**config.mk**
```make
export PLATFORM = sky130hd
export DESIGN_NAME = async_to_sync_bridge
export DESIGN_NICKNAME = d
export VERILOG_FILES = /design/src/rtl/async_to_sync_bridge.sv
export SDC_FILE = /design/constraint.sdc
export NUM_CORES = 1
export LEC_CHECK = 0
export ABC_AREA = 1
export BUFFER_PORTS_ARGS = -buffer_cell sky130_fd_sc_hd__buf_2
export CAP_MARGIN = 20
export CORE_UTILIZATION = 60
export DETAILED_ROUTE_END_ITERATION = 12
export PLACE_DENSITY = 0.91
export SLEW_MARGIN = 20
export SYNTH_ARGS = -nofsm -noshare
export SYNTH_HDL_FRONTEND = slang
export SYNTH_SLANG_ARGS = --single-unit
```
**constraint.sdc**
```tcl
create_clock -name clk -period 3.2 [get_ports clk]
set_input_delay 0.64 -clock clk [delete_from_list [all_inputs] [get_ports clk]]
set_output_delay 0.64 -clock clk [all_outputs]
set_load 0.1 [all_outputs]
```
**src/rtl/async_to_sync_bridge.sv**
```systemverilog
// rtl/async_to_sync_bridge.sv - 4-phase bundled-data to valid/ready bridge
// Request synchronizer, handshake FSM and first-word fall-through FIFO.
module async_to_sync_bridge #(
    parameter int WIDTH       = 8,
    parameter int DEPTH       = 4,
    parameter int SYNC_STAGES = 2
) (
    input  logic             clk,
    input  logic             rst_n,
    input  logic             a_req,
    input  logic [WIDTH-1:0] a_data,
    output logic             a_ack,
    output logic             out_valid,
    input  logic             out_ready,
    output logic [WIDTH-1:0] out_data,
    output logic             stall,
    output logic [7:0]       xfer_count
);
    localparam int PW = $clog2(DEPTH);
    localparam logic [PW:0] FULL_COUNT = (PW+1)'(DEPTH);

    localparam logic [0:0] S_IDLE  = 1'b0;
    localparam logic [0:0] S_ACKED = 1'b1;

    logic [SYNC_STAGES-1:0] r_sync;
    logic [0:0]             r_state;
    logic [WIDTH-1:0]       r_mem [DEPTH];
    logic [PW-1:0]          r_wr_ptr;
    logic [PW-1:0]          r_rd_ptr;
    logic [PW:0]            r_count;
    logic [7:0]             r_xfer;

    logic w_req_s;
    logic w_full;
    logic w_push;
    logic w_pop;

    assign w_req_s = r_sync[SYNC_STAGES-1];
    assign w_full  = (r_count == FULL_COUNT);
    // Push eligibility uses the registered count, so a same-edge pop cannot unblock a full FIFO.
    assign w_push  = (r_state == S_IDLE) && w_req_s && !w_full;
    assign w_pop   = out_valid && out_ready;

    assign a_ack      = (r_state == S_ACKED);
    assign out_valid  = (r_count != '0);
    assign out_data   = out_valid ? r_mem[r_rd_ptr] : '0;
    assign stall      = (r_state == S_IDLE) && w_req_s && w_full;
    assign xfer_count = r_xfer;

    always_ff @(posedge clk or negedge rst_n) begin
        if (!rst_n) begin
            r_sync <= '0;
        end else begin
            r_sync <= {r_sync[SYNC_STAGES-2:0], a_req};
        end
    end

    always_ff @(posedge clk or negedge rst_n) begin
        if (!rst_n) begin
            r_state  <= S_IDLE;
            r_wr_ptr <= '0;
            r_xfer   <= '0;
        end else begin
            case (r_state)
                S_IDLE: begin
                    if (w_push) begin
                        r_state  <= S_ACKED;
                        r_wr_ptr <= r_wr_ptr + 1'b1;
                        r_xfer   <= r_xfer + 8'd1;
                    end
                end
                S_ACKED: begin
                    if (!w_req_s) begin
                        r_state <= S_IDLE;
                    end
                end
                default: r_state <= S_IDLE;
            endcase
        end
    end

    // a_data is bundled with a_req, so it is already stable when the synchronized request pushes.
    always_ff @(posedge clk) begin
        if (w_push) begin
            r_mem[r_wr_ptr] <= a_data;
        end
    end

    always_ff @(posedge clk or negedge rst_n) begin
        if (!rst_n) begin
            r_rd_ptr <= '0;
            r_count  <= '0;
        end else begin
            if (w_pop) begin
                r_rd_ptr <= r_rd_ptr + 1'b1;
            end
            case ({w_push, w_pop})
                2'b10:   r_count <= r_count + 1'b1;
                2'b01:   r_count <= r_count - 1'b1;
                default: r_count <= r_count;
            endcase
        end
    end
endmodule

```
=== Word level (Yosys, flattened, before mapping) ===
Memory sizes are Yosys's and may differ from the RTL's.
Cells that the tools add are included.

* $add $sub $neg: 5
* Eq/ne operators: 3
* Multiplexer cells: 6
* Bitwise gates (word level): 1
* Reductions and logical operators: 8

{| class="wikitable"
|+ Operator list
! kind !! count
|-
| $add 8x1->8 const B || 1
|-
| $mux 8 || 1
|-
| $pmux 3 s2 || 1
|-
| $add 2x1->2 const B || 2
|-
| $logic_and 1x1->1 || 4
|-
| $add 3x1->3 const B || 1
|-
| $eq 3x3->1 const B || 1
|-
| $mux 1 || 3
|-
| $reduce_bool 3->1 || 1
|-
| $sub 3x1->3 const B || 1
|-
| $eq 2x1->1 const B || 1
|-
| $eq 2x2->1 const B || 1
|-
| $pmux 1 s2 || 1
|-
| $reduce_and 2->1 || 1
|-
| $reduce_bool 2->1 || 1
|-
| $logic_not 1->1 || 1
|-
| $not 1->1 || 1
|}

* Register bits: 18
* Bits in writable memories: 32
* Input port bits: 12
* Output and inout bits: 19
* Logic and storage cells: 30
* Memories kept: 1

{| class="wikitable"
|+ Memories
! memory !! depth !! bits a word !! read ports !! clocked after memory_dff !! write ports !! line !! RTL
|-
| r_mem || 4 || 8 || 1 || 0 || 1 || 27 || <nowiki>logic [WIDTH-1:0] r_mem [DEPTH];</nowiki>
|}

=== Logic depth before layout (Yosys ltp) ===
* Depth after elaboration: 5
* Depth in mapped cells: 10
* Depth with buffers taken out: 10

=== Worst setup path before layout ===
Ideal clock, no wire load.

* Path kind: reg2out
* Start point: register r_count[0]
* End point: output out_data[0]
* Arrival: 2.923 ns
* Required time: 2.560 ns
* Setup slack: -0.363 ns
* Stages on the path, launching flop included: 5
* Buffers on the path: 0
* Path through: dfrtp_1 > nor2_2 > nand2_1 > inv_1 > a21oi_1

* Longest elaborated chain between the ends: 2

{| class="wikitable"
|+ Ends and longest elaborated chain
! what !! line !! RTL
|-
| start, declared || 30 || <nowiki>logic [PW:0] r_count;</nowiki>
|-
| start signal, assigned || 98 || <nowiki>2'b10: r_count <= r_count + 1'b1;</nowiki>
|-
| start signal, assigned || 99 || <nowiki>2'b01: r_count <= r_count - 1'b1;</nowiki>
|-
| start signal, assigned || 100 || <nowiki>default: r_count <= r_count;</nowiki>
|-
| $reduce_bool 3->1 || 45 || <nowiki>assign out_valid = (r_count != '0);</nowiki>
|-
| named net out_valid || 13 || <nowiki>output logic out_valid,</nowiki>
|-
| $mux 8 || 46 || <nowiki>assign out_data = out_valid ? r_mem[r_rd_ptr] : '0;</nowiki>
|-
| end, declared || 15 || <nowiki>output logic [WIDTH-1:0] out_data,</nowiki>
|}

The timed path passes the listed nets, and every way through them passes these cells.

=== Final worst setup path ===
* Start point: register r_rd_ptr[0]
* End point: output out_data[1]

* Longest elaborated chain between the ends: 2

{| class="wikitable"
|+ Ends and longest elaborated chain
! what !! line !! RTL
|-
| start, declared || 29 || <nowiki>logic [PW-1:0] r_rd_ptr;</nowiki>
|-
| start signal, assigned || 95 || <nowiki>r_rd_ptr <= r_rd_ptr + 1'b1;</nowiki>
|-
| $mem_v2 4x8 || n/a ||
|-
| $mux 8 || 46 ||
|}

Every way passes these cells.

==> results.toml <==
[outcome]
status = "finished, final reports clean"

[routing]
via_per_inst = 5.35
drcViolationCount = 0
drt_iter0_drc = 82
antenna_left = 0
dr.pass1.iters = 4
wl_per_cell_um = 15.3
wl_mm = 4.32
via_count = 1514

[global_route]
antenna_found_initial = 0
globalRouteMet3Util = 0.0547
grt_pass1_wl_mm = 7.46
overflow = 0
track_usage = 0.259
top_usage_layer = "met2"
use_met1 = 0.318
grtUsageMet2 = 0.419
grt_pass1_vias = 1555
grt_max_degree = 19

[synthesis]
synth_top_area_cell = "edfxtp_1"
ys_types = 24
synth_seq_cells = 50
async_reset_ff_frac = 0.360
synth_top_area_frac = 0.432
ys.flop_type = "edfxtp_1"
synth_area_um2 = 2230
synthTopCellsByArea = "edfxtp_1 (43%), dfrtp_1 (20%), nor2_1 (6.6%)"
synth-edff-count = 32
syn_nets = 224
avgSynthCellArea_um2 = 10.9
synth_cells = 205
ys_seq_area_frac = 0.634
yosys_warnings = 0

[worst_setup_path]
cp.depth = 4
worstPathArrival_ns = 2.00
crit_type = "reg2out"
path_cells = "inv_2 -> o21ai_0 -> a21oi_1 -> buf_2"
r2r_end = "r_count[2]"
cpMaxStageDelayCell = "dfrtp_1"
reg2reg_depth = 9
startpoint_type = "flop"
critPathMaxFanout = 18
timing.rr.start = "r_count[0]"
max_stage_delay_ns = 0.61
rrSetupSlack_ns = 1.01
crit_family = "buffers and inverters"
critPathBufInv = 2
worstPathRequired_ns = 2.56
end_kind = "output pin"

[clock_network]
post_cts_resize_count = 0
clkSlewWorstSetupHoldPaths_ns = 0.09
cts_max_path_buffers = 2
htreeDepth = 2
worstSkewPairLatency_ns = 0.31
cts_inserted_buffers = 5
cts_root_buf = "clkbuf_8"
cts_tree = "yes"
post-cts-setup-buffers = 0
hold_buffers = 0
cts_sinks = 50

[floorplan]
die_area_um2 = 3960
die_x_um = 62.9
row_count = 21
fp.dieH_um = 62.9
core_area_um2 = 3440
initial_core_util = 0.647
io_pins = 31

[sta]
slew_violations = 0
max_clock_freq_mhz = 378
rsz0062_at_grt = "false"
period_minus_slack_ns = 2.64
fin_skew_ns = 0.0113
slew-limit-headroom = 0.466
hold_viol = 0
setup_viol = 0
fin_setup_tns_ns = 0
period_share = 0.826
worst_pin_slew_ns = 0.797

[placement]
hpwl_mm = 2.76
gp_congestion = 0.860
io_buffers = 30

[finish]
syn_to_final_growth_pct = 11.7
mostFrequentLayoutCell = "nor2_1"
layout_common_cells = "nor2_1 (39), nand2_1 (34), edfxtp_1 (32)"
insertedDiodeCount = 0
nets = 255
drive_gt1_frac = 0.198
nFillCells = 233

[job]
timing.max_cap.violations = 0

[min_path]
hold_class = "in2async"
## final cells by class
| cell class | instances | area (um^2) | share of cell area |
|---|---|---|---|
| multi-input cells | 130 | 686 | 0.276 |
| inverters | 19 | 71.3 | 0.0287 |
| well taps | 46 | 57.6 | 0.0231 |
| clock buffers | 5 | 68.8 | 0.0277 |
| flip-flops and latches | 50 | 1410 | 0.567 |
| repair buffers | 30 | 150 | 0.0604 |
| clock inverters | 3 | 42.5 | 0.0171 |
## stage by stage
step           setup slack, ns  std cells   util  area [um^2]  hold WS [ns]
6_report                 0.558        283  0.723         2490         0.242
5_1_grt                  0.370        283  0.723         2490         0.271
4_1_cts                  0.571        283  0.723         2490         0.257
3_5_place_dp             0.917        275  0.690         2380         0.357
3_3_place_gp             0.978        275  0.690         2380         0.350
2_1_floorplan           -0.363        205      -         2230         0.331
## routing by layer
metal,routed length [um],vias to the layer above,part of all wire
li1,-,727,-
met5,0,-,0
met4,159,0,0.037
met1,1720,729,0.40
met2,2280,43,0.53
met3,162,15,0.037
## flip-flops by register name, indices dropped and copies added, names as in the netlist
register and cells:
r_rd_ptr 2, r_sync 2, r_wr_ptr 2, a_ack 1, r_mem 32, r_count 3
xfer_count 8
## synth_stat cells, types with 2 or more instances
library cell  number
dfrtp_1           18
nand2_1           34
xor2_1             2
edfxtp_1          32
xor2_2             2
buf_6              4
a21oi_1            9
inv_2              2
xnor2_1            4
inv_1             17
ha_1               6
nor2_2             2
nand3_1            6
o21ai_1            3
o21ai_0           17
nor2_1            39
## worst register-to-register path, stage by stage, from the launching register on
cell and delay (ns):
dfrtp_1 0.43, nor2_2 0.17, nand2_1 0.10, nand3_2 0.21, ha_1 0.20, inv_1 0.07, fa_1 0.39, or2_2 0.31
nand2_1 0.08, xor2_1 0.14
## logic make-up (layout without fill, tap and decap cells)
family | count (synthesis) | in the layout | synth area share
compound gates | 31 | 31 | 0.0725
buf+inv | 25 | 57 | 0.0579
fa+ha+maj | 7 | 7 | 0.0427
flops | 50 | 50 | 0.634
xor+xnor | 8 | 8 | 0.0382
simple gates | 84 | 84 | 0.155
## worst max path at each step
stage / startpoint / end / slack (ns)
2_1_floorplan: r_count[0] / out_data[0] / -0.36
3_3_place_gp: r_rd_ptr[0] / out_data[4] / 0.98
3_5_place_dp: r_rd_ptr[0] / out_data[4] / 0.92
4_1_cts: r_rd_ptr[0] / out_data[4] / 0.57
5_1_grt: r_rd_ptr[0] / out_data[4] / 0.37
6_report: r_rd_ptr[0] / out_data[1] / 0.56
Power is not shown: default switching activity piles up to over one toggle a cycle in this logic, so the estimate is an artifact.
